**src/rtl/cplx_datapath.sv**
```systemverilog
// cplx_datapath: operand registers, accumulator and result register driven by
// the sequence controller's opcode {s2,s1,s0} and function flags {f2,f1,f0}.
// Reports sticky overflow and commits the accumulator on a qualified COMMIT.
// Optional feature macro: CPLX_DP_SAT_EN (f2=1 clamps overflowing ALU results
// instead of wrapping). Without it, f2 is ignored and every overflow wraps.
// W must be at least 4.

module cplx_datapath #(
    parameter int W = 8
) (
    input  logic         clk,
    input  logic         reset,
    input  logic         s2,
    input  logic         s1,
    input  logic         s0,
    input  logic         f2,
    input  logic         f1,
    input  logic         f0,
    input  logic         done,
    input  logic         error,
    input  logic [W-1:0] din_a,
    input  logic [W-1:0] din_b,
    output logic         ovf,
    output logic [W-1:0] result,
    output logic         result_valid,
    output logic [3:0]   op_count
);

    // Exact ALU width: wide enough for a W x W signed product plus margin.
    localparam int XW = 2 * W + 2;

    typedef enum logic [2:0] {
        OP_CLR    = 3'b000,
        OP_LDA    = 3'b001,
        OP_LDB    = 3'b010,
        OP_ALU    = 3'b011,
        OP_COMMIT = 3'b111
    } opcode_e;

    logic [W-1:0]         rega_q, rega_d;
    logic [W-1:0]         regb_q, regb_d;
    logic [W-1:0]         acc_q, acc_d;
    logic                 ovf_q, ovf_d;
    logic [W-1:0]         result_q, result_d;
    logic                 result_valid_q, result_valid_d;
    logic [3:0]           op_count_q, op_count_d;

    logic signed [XW-1:0] a_x, b_x, exact;
    logic [XW-W:0]        exact_hi;
    logic                 alu_ovf;
    logic                 sat_sel;
    logic [W-1:0]         alu_val;
    opcode_e              opcode;

    assign opcode = opcode_e'({s2, s1, s0});

`ifdef CPLX_DP_SAT_EN
    assign sat_sel = f2;
`else
    logic unused_f2;
    assign sat_sel   = 1'b0;
    assign unused_f2 = f2;
`endif

    // Exact ALU result, overflow detection and wrap/clamp of the value for acc.
    always_comb begin
        a_x = {{(XW - W){rega_q[W-1]}}, rega_q};
        b_x = {{(XW - W){regb_q[W-1]}}, regb_q};
        exact = '0;
        case ({f1, f0})
            2'b00:   exact = a_x + b_x;
            2'b01:   exact = a_x - b_x;
            2'b10:   exact = a_x * b_x;
            default: exact = (a_x <<< 1) + b_x;
        endcase
        // In range iff every bit from W-1 upward equals the sign bit.
        exact_hi = exact[XW-1:W-1];
        alu_ovf  = !((exact_hi == '0) || (exact_hi == '1));
        alu_val  = exact[W-1:0];
        if (alu_ovf && sat_sel) begin
            alu_val = exact[XW-1] ? {1'b1, {(W - 1){1'b0}}} : {1'b0, {(W - 1){1'b1}}};
        end
    end

    // Next-state decode; error freezes everything and suppresses result_valid.
    always_comb begin
        rega_d         = rega_q;
        regb_d         = regb_q;
        acc_d          = acc_q;
        ovf_d          = ovf_q;
        result_d       = result_q;
        result_valid_d = 1'b0;
        op_count_d     = op_count_q;
        if (!error) begin
            case (opcode)
                OP_CLR: begin
                    acc_d      = '0;
                    ovf_d      = 1'b0;
                    op_count_d = '0;
                end
                OP_LDA: rega_d = din_a;
                OP_LDB: regb_d = din_b;
                OP_ALU: begin
                    acc_d = alu_val;
                    if (alu_ovf) begin
                        ovf_d = 1'b1;
                    end
                    if (op_count_q != 4'd15) begin
                        op_count_d = op_count_q + 4'd1;
                    end
                end
                OP_COMMIT: begin
                    if (done) begin
                        result_d       = acc_q;
                        result_valid_d = 1'b1;
                    end
                end
                default: ;
            endcase
        end
    end

    // State registers with asynchronous active-low clear.
    always_ff @(posedge clk or negedge reset) begin
        if (!reset) begin
            rega_q         <= '0;
            regb_q         <= '0;
            acc_q          <= '0;
            ovf_q          <= 1'b0;
            result_q       <= '0;
            result_valid_q <= 1'b0;
            op_count_q     <= '0;
        end else begin
            rega_q         <= rega_d;
            regb_q         <= regb_d;
            acc_q          <= acc_d;
            ovf_q          <= ovf_d;
            result_q       <= result_d;
            result_valid_q <= result_valid_d;
            op_count_q     <= op_count_d;
        end
    end

    assign ovf          = ovf_q;
    assign result       = result_q;
    assign result_valid = result_valid_q;
    assign op_count     = op_count_q;

endmodule
```
**config.mk**
```make
export PLATFORM = sky130hd
export DESIGN_NAME = cplx_datapath
export DESIGN_NICKNAME = d
export VERILOG_FILES = /design/src/rtl/cplx_datapath.sv
export SDC_FILE = /design/constraint.sdc
export NUM_CORES = 1
export LEC_CHECK = 0
export ABC_AREA = 0
export CAP_MARGIN = 20
export CELL_PAD_IN_SITES_DETAIL_PLACEMENT = 0
export CELL_PAD_IN_SITES_GLOBAL_PLACEMENT = 2
export CORE_MARGIN = 5
export CORE_UTILIZATION = 38
export CTS_BUF_LIST = sky130_fd_sc_hd__clkbuf_16
export DETAILED_ROUTE_END_ITERATION = 7
export PLACE_DENSITY = 0.91
export SLEW_MARGIN = 20
export SYNTH_ARGS = -nofsm -noshare
export SYNTH_HDL_FRONTEND = slang
export SYNTH_SLANG_ARGS = --single-unit
```
**constraint.sdc**
```tcl
create_clock -name clk -period 5.5 [get_ports clk]
set_clock_uncertainty 0.15 [all_clocks]
set_input_delay 0.55 -clock clk [delete_from_list [all_inputs] [get_ports clk]]
set_output_delay 0.55 -clock clk [all_outputs]
set_load 0.01 [all_outputs]
```
==> reports/metrics.cfg <==
[synth]
synth_fp_nets=756
ys_ff_latch=38
yosysSeqAreaShare_pct=17.6
synth_top_cell_area_share_pct=21.5
synth_area_um2=5410
synth_ff_type=dfrtp_1
netlist_top_cells_area=fa_1 (21%), dfrtp_1 (18%), ha_1 (13%)
async_reset_ff_share_pct=100
syn_inst=617
yosys_warnings=0
avgSynthCellArea_um2=8.77
synth_edf_count=0
yosys.area.top_type=fa_1
synth.distinct_cells=67
yosysMostFrequentCell=inv_1
yosys-top-cells-count=inv_1 (102), nand2_1 (81), fa_1 (58), ha_1 (55), dfrtp_1 (38)

[floorplanning]
initial_core_util_pct=38.8
rows=43
io_pins=40
die-area_um2=16700
die_h_um=129
core_area_um2=13900
die_w_um=129

[routing]
via_per_inst=5.16
drc=0
num_vias=4324
ant_nets=0
drt_iter0_markers=195
wl_per_cell_um=15.4
drt_first_pass_iters=4
wirelength_mm=12.9

[placement]
gp_congestion=0.878
hpwl_mm=10.7
io_buffers=38

[grt]
grtUsageTotal_pct=16.3
grt_pass1_wl_mm=21.9
antenna_found_initial=0
grt_max_degree=39
grt_overflow=0
grt_pass1_vias=4456

[setup_path]
r2r_start=regb_q[3]$_DFFE_PN0P_
cp_top_family=adder cells
cp-start-kind=register
worst-path-buf-inv=3
slowest_stage=fa_2
worstPathMaxFanout=6
end_kind=register
reg2reg_slack_ns=0.30
worstPathCellList=inv_1 -> nor2_1 -> inv_1 -> fa_2 -> fa_1 -> fa_1 -> fa_1 -> inv_1 -> ha_1 -> or4_4 -> o2bb2ai_4 -> xnor2_1 -> and3_1 -> nand4_1 -> o41ai_2 -> a311oi_1
timing.rr.end=ovf$_DFFE_PN0P_
worst_r2r_path_depth=16
crit_arrival_ns=5.21
required_ns=5.50
critPathKind=reg -> reg
critPathMaxStageDelay_ns=0.62

[cts]
cts_sinks=38
cts_made_buffers=5
postCtsSetupRepairBufs=0
cts_hold_buffers=0
cts_root_buf=clkbuf_16
clk_pin_slew_worst_paths_ns=0.07
clockBufferDepth=2
cts_tree=built
cts_resized=0
htreeDepth=2
clk_latency_ns=0.29

[min_path]
hp-class=in -> async

[finish]
drive_gt1_share_pct=8.66
ff_latch_area_um2=957
antenna_cells=0
nets=796
utilization_pct=44.7
nFillCells=1361
syn2layout_area_growth_pct=15.1
multiInputGateArea_um2=4000

[timing]
finalSetupViolCount=0
relSlewSlack_pct=29.4
hold_slack_ns=0.241
fmaxAchievable_mhz=192
rsz0062_at_grt=no
finalMaxSlewViolations=0
worstMarginPinSlew_ns=1.05
fin_crit_sh_pct=94.6
timing.setup.tns_ns=0
fin_crit_ns=5.20
hold_violations=0

[job]
maxCapViolCount=0

[status]
outcome=complete, no violations

[routing by layer]
metal	routed length [µm]	vias to the layer above	share of wire, %	track usage [%]
met2	6100	90	47	27.4
met1	5960	2103	46	22.7
met4	108	0	0.84	2.22
met3	728	11	5.6	2.60
met5	0	-	0	0
li1	-	2120	-	-
[layout by cell type, fill, tap and decap left out, types with 6 or more instances in the layout]
master / n
ha_1: 53
mux2i_1: 8
a21oi_1: 23
clkdlybuf4s50_1: 37
nor2b_1: 6
a22o_1: 11
nor2_1: 29
buf_4: 10
nand2_1: 81
nand2b_1: 10
xnor2_1: 16
nor3_1: 11
fa_1: 57
o21ai_1: 7
and2_1: 17
dfrtp_1: 33
mux2_2: 7
inv_1: 102
a21o_1: 6
a31oi_1: 8
o21ai_0: 33
[sequential cells by signal, summed over array words and instances (netlist names)]
name and count:
rega_q 8, regb_q 8, ovf 1, result 8
op_count 4, result_valid 1, acc_q 8
[cell type report]
type | instances | area share, %
clock inverter | 3 | 1.11
clock buffer | 5 | 2.01
sequential | 38 | 15.4
inverter | 105 | 6.33
multi-input combinational | 459 | 64.3
timing repair buffer | 48 | 7.24
tap | 180 | 3.62
[how the worst max path moves through the flow]
stage | startpoint | to | slack, ns | cells after the start
floorplan | rega_q[7]$_DFFE_PN0P_ | ovf$_DFFE_PN0P_ | 0.50 | 17
global placement | rega_q[5]$_DFFE_PN0P_ | ovf$_DFFE_PN0P_ | 0.20 | 15
detailed placement | regb_q[3]$_DFFE_PN0P_ | ovf$_DFFE_PN0P_ | 0.14 | 16
CTS | regb_q[3]$_DFFE_PN0P_ | ovf$_DFFE_PN0P_ | 0.11 | 16
global route | regb_q[3]$_DFFE_PN0P_ | ovf$_DFFE_PN0P_ | 0.006 | 16
finish | regb_q[3]$_DFFE_PN0P_ | ovf$_DFFE_PN0P_ | 0.30 | 16
[per-stage QoR]
step,cells,area (µm²),setup slack (ns)
detailed placement,830,6000,0.137
global route,838,6220,0.00594
floorplan,617,5410,0.500
finish,838,6220,0.297
global placement,830,6000,0.201
CTS,838,6200,0.112
[cell families (layout without fill, tap and decap cells)]
| kind of cell | count (synthesis) | in the layout | share of synthesized area, % |
|---|---|---|---|
| XOR/XNOR | 22 | 22 | 3.84 |
| AO/OA/AOI/OAI | 127 | 127 | 16.1 |
| adder cells (fa/ha/maj) | 113 | 113 | 34.2 |
| AND/OR/NAND/NOR | 181 | 181 | 16.1 |
| flip-flops | 38 | 38 | 17.6 |
| buffers and inverters | 120 | 161 | 8.77 |
| multiplexers | 16 | 16 | 3.35 |
Power is not shown: default switching activity piles up to over one toggle a cycle in this logic, so the estimate is an artifact.
